==> config.mk <==
export PLATFORM = sky130hd
export DESIGN_NAME = map_rom_arbiter
export DESIGN_NICKNAME = d
export VERILOG_FILES = /design/src/rtl/map_rom_arbiter_pkg.sv /design/src/rtl/map_rom_arbiter_starve_counter.sv /design/src/rtl/map_rom_arbiter.sv
export SDC_FILE = /design/constraint.sdc
export NUM_CORES = 1
export LEC_CHECK = 0
export ABC_AREA = 1
export CAP_MARGIN = 20
export CELL_PAD_IN_SITES_DETAIL_PLACEMENT = 0
export CELL_PAD_IN_SITES_GLOBAL_PLACEMENT = 1
export CORE_UTILIZATION = 35
export DETAILED_ROUTE_END_ITERATION = 10
export HOLD_SLACK_MARGIN = 0.02
export PLACE_DENSITY = 0.77
export SKIP_CTS_REPAIR_TIMING = 1
export SLEW_MARGIN = 25
export SYNTH_ARGS = -nofsm -noshare
export SYNTH_HDL_FRONTEND = slang
export SYNTH_HIERARCHICAL = 1
export SYNTH_SLANG_ARGS = --single-unit
==> constraint.sdc <==
create_clock -name clk -period 1.9 [get_ports clk]
set_input_delay 0.19 -clock clk [delete_from_list [all_inputs] [get_ports clk]]
set_output_delay 0.19 -clock clk [all_outputs]
set_load 0.005 [all_outputs]
==> src/rtl/map_rom_arbiter_pkg.sv <==
// Shared game constants plus the arbiter's state and owner-tag encodings.
package map_rom_arbiter_pkg;

    localparam int MAP_WIDTH = 30;
    localparam int MAP_DEPTH = 21;
    localparam int TILE_SIZE = 20;

    typedef enum logic [1:0] {
        OWN_NONE = 2'd0,
        OWN_VGA  = 2'd1,
        OWN_GAME = 2'd2
    } owner_e;

    typedef enum logic [1:0] {
        IDLE       = 2'd0,
        SERVE_VGA  = 2'd1,
        SERVE_GAME = 2'd2
    } arb_state_e;

    // The serving state doubles as the first-stage owner tag of the read pipeline.
    function automatic owner_e owner_of(input arb_state_e s);
        case (s)
            SERVE_VGA:  return OWN_VGA;
            SERVE_GAME: return OWN_GAME;
            default:    return OWN_NONE;
        endcase
    endfunction

endpackage

==> src/rtl/map_rom_arbiter_starve_counter.sv <==
// Counts consecutive denied game-request edges, saturating at MAX_WAIT-1;
// starved_o flags the terminal count.
module map_rom_arbiter_starve_counter #(
    parameter int MAX_WAIT = 8
) (
    input  logic clk,
    input  logic rst_n,
    input  logic game_req_i,
    input  logic grant_i,
    output logic starved_o
);

    localparam int CW = (MAX_WAIT > 1) ? $clog2(MAX_WAIT) : 1;
    localparam logic [CW-1:0] TERM = CW'(MAX_WAIT - 1);

    logic [CW-1:0] cnt_q;
    logic [CW-1:0] cnt_d;

    assign starved_o = (cnt_q == TERM);

    always_comb begin
        cnt_d = cnt_q;
        if (!game_req_i || grant_i) begin
            cnt_d = '0;
        end else if (!starved_o) begin
            cnt_d = cnt_q + CW'(1);
        end
    end

    always_ff @(posedge clk or negedge rst_n) begin
        if (!rst_n) begin
            cnt_q <= '0;
        end else begin
            cnt_q <= cnt_d;
        end
    end

endmodule

==> src/rtl/map_rom_arbiter.sv <==
// Two-requester arbiter in front of a single-port synchronous map ROM:
// grant edge -> ROM read edge -> data/valid edge, one read per cycle.
module map_rom_arbiter
    import map_rom_arbiter_pkg::*;
#(
    parameter int WIDTH    = MAP_WIDTH,
    parameter int DEPTH    = MAP_DEPTH,
    parameter int ADDRW    = $clog2(DEPTH),
    parameter int MAX_WAIT = 8
) (
    input  logic             clk,
    input  logic             rst_n,
    input  logic             vga_req_i,
    input  logic [ADDRW-1:0] vga_addr_i,
    output logic             vga_valid_o,
    output logic [WIDTH-1:0] vga_data_o,
    output logic             vga_miss_o,
    input  logic             game_req_i,
    input  logic [ADDRW-1:0] game_addr_i,
    output logic             game_gnt_o,
    output logic             game_valid_o,
    output logic [WIDTH-1:0] game_data_o,
    output logic             addr_err_o,
    output logic [ADDRW-1:0] rom_addr_o,
    input  logic [WIDTH-1:0] rom_data_i
);

    localparam logic [ADDRW:0] DEPTH_W = (ADDRW + 1)'(DEPTH);

    arb_state_e       state_q, state_d;
    logic             cnt_term;
    logic             starved;
    logic [ADDRW-1:0] win_addr;
    logic             win_oor;
    logic [ADDRW-1:0] rom_addr_q;
    logic             err0_q;
    owner_e           tag_q;
    logic             err_q;
    logic             game_gnt_q, vga_miss_q;
    logic             vga_valid_q, game_valid_q, addr_err_q;
    logic [WIDTH-1:0] vga_data_q, game_data_q;

    map_rom_arbiter_starve_counter #(
        .MAX_WAIT (MAX_WAIT)
    ) u_starve_counter (
        .clk        (clk),
        .rst_n      (rst_n),
        .game_req_i (game_req_i),
        .grant_i    (state_d == SERVE_GAME),
        .starved_o  (cnt_term)
    );

    assign starved = game_req_i && cnt_term;

    always_comb begin
        state_d = IDLE;
        if (starved) begin
            state_d = SERVE_GAME;
        end else if (vga_req_i) begin
            state_d = SERVE_VGA;
        end else if (game_req_i) begin
            state_d = SERVE_GAME;
        end
    end

    assign win_addr = (state_d == SERVE_GAME) ? game_addr_i : vga_addr_i;
    assign win_oor  = ({1'b0, win_addr} >= DEPTH_W);

    always_ff @(posedge clk or negedge rst_n) begin
        if (!rst_n) begin
            state_q      <= IDLE;
            rom_addr_q   <= '0;
            err0_q       <= 1'b0;
            tag_q        <= OWN_NONE;
            err_q        <= 1'b0;
            game_gnt_q   <= 1'b0;
            vga_miss_q   <= 1'b0;
            vga_valid_q  <= 1'b0;
            game_valid_q <= 1'b0;
            addr_err_q   <= 1'b0;
            vga_data_q   <= '0;
            game_data_q  <= '0;
        end else begin
            state_q    <= state_d;
            game_gnt_q <= (state_d == SERVE_GAME);
            vga_miss_q <= vga_req_i && starved;
            err0_q     <= (state_d != IDLE) && win_oor;
            if (state_d != IDLE) begin
                rom_addr_q <= win_addr;
            end
            // Tag stage travels alongside the ROM's own read register.
            tag_q <= owner_of(state_q);
            err_q <= err0_q;
            vga_valid_q  <= (tag_q == OWN_VGA);
            game_valid_q <= (tag_q == OWN_GAME);
            addr_err_q   <= err_q;
            if (tag_q == OWN_VGA) begin
                vga_data_q <= err_q ? '0 : rom_data_i;
            end
            if (tag_q == OWN_GAME) begin
                game_data_q <= err_q ? '0 : rom_data_i;
            end
        end
    end

    assign rom_addr_o   = rom_addr_q;
    assign game_gnt_o   = game_gnt_q;
    assign vga_miss_o   = vga_miss_q;
    assign vga_valid_o  = vga_valid_q;
    assign game_valid_o = game_valid_q;
    assign addr_err_o   = addr_err_q;
    assign vga_data_o   = vga_data_q;
    assign game_data_o  = game_data_q;

endmodule

==> impl_metrics.yaml <==
die:
  dieArea_um2: 9740
  core-area_um2: 8890
  die_w_um: 98.7
  io_pins: 114
  start_util_pct: 36.8
  rows: 34
  dieHeight_um: 98.7
global_routing:
  grt_use_met3_pct: 3.69
  grtUsageTotal_pct: 15.1
  use_met2_pct: 24.6
  grt_busiest_layer: "met2"
  grt_max_degree: 45
  grt_overflow: 0
  grt_pass1_vias: 2302
  antenna_found_initial: 0
  gr-usage-met1_pct: 19.1
  grt_pass1_wl_mm: 11.4
clocking:
  insertion_delay_ps: 340
  numCtsBuffers: 9
  clock_path_buffers: 2
  cts_tree: "yes"
  cts.sinks: 79
  cts_root_buffer: "clkbuf_8"
  ctsHtreeMaxLevel: 3
  clkTransAtPathRegs_ps: 70
logic_synthesis:
  synth_top_area_share_pct: 60.4
  synth_xor_area_share_pct: 0
  synthCells: 275
  synth-compound-area-share_pct: 1.57
  syn_avg_cell_area_um2: 11.9
  synthesis.area_um2: 3270
  yosysSeqAreaShare_pct: 60.4
  synth_top_family_by_area: "multiplexers"
  synth-seq-cells: 79
  synthAdderAreaFrac_pct: 0.765
  synthMuxAreaShare_pct: 20.6
  yosys.area_share.simple_pct: 8.72
  yosysWarnings: 6
  synth_top_area_cell: "dfrtp_1"
  synthDistinctLibCells: 18
  synth_area_leaders: "dfrtp_1 60%, mux2_2 20%, inv_1 5.3%"
  synthesis.nets: 321
worst_setup_path:
  crit_arrival_ps: 1830
  path_class: "reg2reg"
  worstPathRequired_ps: 2110
  cp-start-kind: "register"
  slowest_stage: "dfrtp_1"
  reg2regPathDepth: 6
  cp-end-kind: "register"
  crit_path_max_fanout: 7
  reg2reg_from: "u_starve_counter/cnt_q[0]"
  r2r_slack_ps: 280
  cp-startpoint: "u_starve_counter/cnt_q[0]"
  max_stage_delay_ps: 400
  r2r-end: "rom_addr_o[3]"
  cp_cell_sequence: "ha_1 -> ha_1 -> nand2_1 -> nand2_2 -> o21ai_0 -> o21ai_0"
hold_path:
  hold_start: "err0_q"
  whs_endpoint: "err_q"
  hold_class: "reg2reg"
  whs_path_depth: 0
sta:
  setup_viol: 0
  tns_ps: 0
  final.setup_skew_ps: 7.85
  grt_setup_unrepaired: "no"
  finalCritPeriodShare_pct: 85.1
  relSlewSlack_pct: 62.2
  hold_viol_final: 0
  fin_crit_ps: 1620
  worst_slew_pin_slew_ps: 566
  max_freq_mhz: 619
  finalMaxSlewViolations: 0
placement:
  dpl.hpwl_mm: 4.77
  gp_congestion: 0.804
  numPortBuffers: 113
cells_and_area:
  drive_gt1_share_pct: 19.9
  layout.nets: 441
  area_growth_pct: 42.6
  antenna_cells: 0
  postLayoutCoreUtil_pct: 52.5
  fillCellCount: 793
run:
  cap_violations: 0
detailed_routing:
  routed_wl_mm: 6.81
  ant_nets: 0
  drc: 0
  route.vias.total: 2271
  vias_per_cell: 4.51
  firstDrtPassIters: 4
  routedWlPerCell_um: 13.5
  dr.first_iter.drc_count: 68
outcome:
  outcome: "finished, final reports clean"
power:
  irDropWorstVdd_mv: 0.492
  p_leak_nw: 2.20
  p_per_area_nw_per_um2: 917
-- registers in the layout, indices dropped and copies added, names as in the netlist --
name / flops
vga_valid_o: 1
err0_q: 1
vga_data_o: 30
tag_q: 2
u_starve_counter/cnt_q: 3
state_q: 2
vga_miss_o: 1
game_data_o: 30
game_gnt_o: 1
rom_addr_o: 5
err_q: 1
game_valid_o: 1
addr_err_o: 1
-- kinds of logic (layout without fill, tap and decap cells) --
family	after synthesis	in the layout
buffers and inverters	55	176
adders and majority gates	2	2
and+or+nand+nor	69	69
AOI/OAI and AO/OA	10	10
DFF	79	79
muxes	60	60
-- Yosys cell counts --
master / n
ha_1: 2
buf_6: 4
a21oi_1: 5
mux2_2: 58
or2_2: 1
clkbuf_8: 2
nor2_4: 2
dfrtp_1: 79
nor2_1: 34
nand3_1: 5
nand2_1: 26
a31oi_1: 1
o21ai_0: 4
nand2_2: 1
mux2_1: 2
buf_2: 2
clkbuf_1: 1
inv_1: 46
-- layer usage --
metal / routed length [um] / vias to the layer above
li1: - / 1098
met1: 3060 / 1085
met2: 3250 / 80
met3: 388 / 8
met4: 106 / 0
met5: 0 / -
-- layout by cell type (no fill, tap or decap) --
| master | netlist | final |
|---|---|---|
| nand3_1 | 5 | 5 |
| inv_1 | 46 | 46 |
| nor2_4 | 2 | 2 |
| dfrtp_1 | 79 | 79 |
| a21oi_1 | 5 | 5 |
| nor2_1 | 34 | 34 |
| buf_4 | 0 | 2 |
| o21ai_0 | 4 | 4 |
| clkdlybuf4s50_1 | 0 | 112 |
| mux2_1 | 2 | 2 |
| ha_1 | 2 | 2 |
| clkbuf_8 | 2 | 9 |
| buf_12 | 0 | 3 |
| a31oi_1 | 1 | 1 |
| clkinv_2 | 0 | 3 |
| nand2_1 | 26 | 26 |
| or2_2 | 1 | 1 |
| nand2_2 | 1 | 1 |
| mux2_2 | 58 | 58 |
| dlygate4sd3_1 | 0 | 1 |
-- cell type report --
class / count / area (um2) / area share [%]
Clock buffer: 9 / 124 / 2.65
Inverter: 46 / 173 / 3.70
Multi-Input combinational cell: 141 / 1040 / 22.2
Clock inverter: 3 / 15.0 / 0.322
Tap cell: 108 / 135 / 2.90
Timing Repair Buffer: 118 / 1210 / 25.8
Sequential cell: 79 / 1980 / 42.4
-- power by group --
| group | internal [mW] | switching [mW] | leakage [nW] |
|---|---|---|---|
| clock network | 0.438 | 0.534 | 0.0764 |
| registers | 1.98 | 0.155 | 0.984 |
| logic | 0.805 | 0.367 | 1.14 |
-- worst max path at each step --
| stage | end | slack, ps | cells past startpoint |
|---|---|---|---|
| floorplan | rom_addr_o[3] | 440 | 6 |
| global placement | rom_addr_o[3] | 340 | 6 |
| detailed placement | rom_addr_o[3] | 280 | 6 |
| CTS | rom_addr_o[3] | 270 | 6 |
| global route | rom_addr_o[3] | 130 | 6 |
| finish | rom_addr_o[3] | 280 | 6 |
-- critical path: cells and delay by family, from the launching register on --
| family | cells | cell delay, ps |
|---|---|---|
| compound gates | 2 | 310 |
| fa+ha+maj | 2 | 470 |
| flops | 1 | 400 |
| simple gates | 2 | 330 |
-- stage by stage --
| stage | hold slack [ps] | cell area [um2] | setup WS (ps) | instances | total power, mW |
|---|---|---|---|---|---|
| global placement | 222 | 4520 | 339 | 491 | 3.34 |
| global route | 364 | 4670 | 135 | 504 | 4.54 |
| floorplan | -106 | 3270 | 436 | 275 | 2.55 |
| finish | 352 | 4670 | 283 | 504 | 4.28 |
| detailed placement | 227 | 4520 | 278 | 491 | 3.36 |
| CTS | -151 | 4660 | 266 | 503 | 4.36 |
Note: power is estimated with default switching activity, not from simulation.
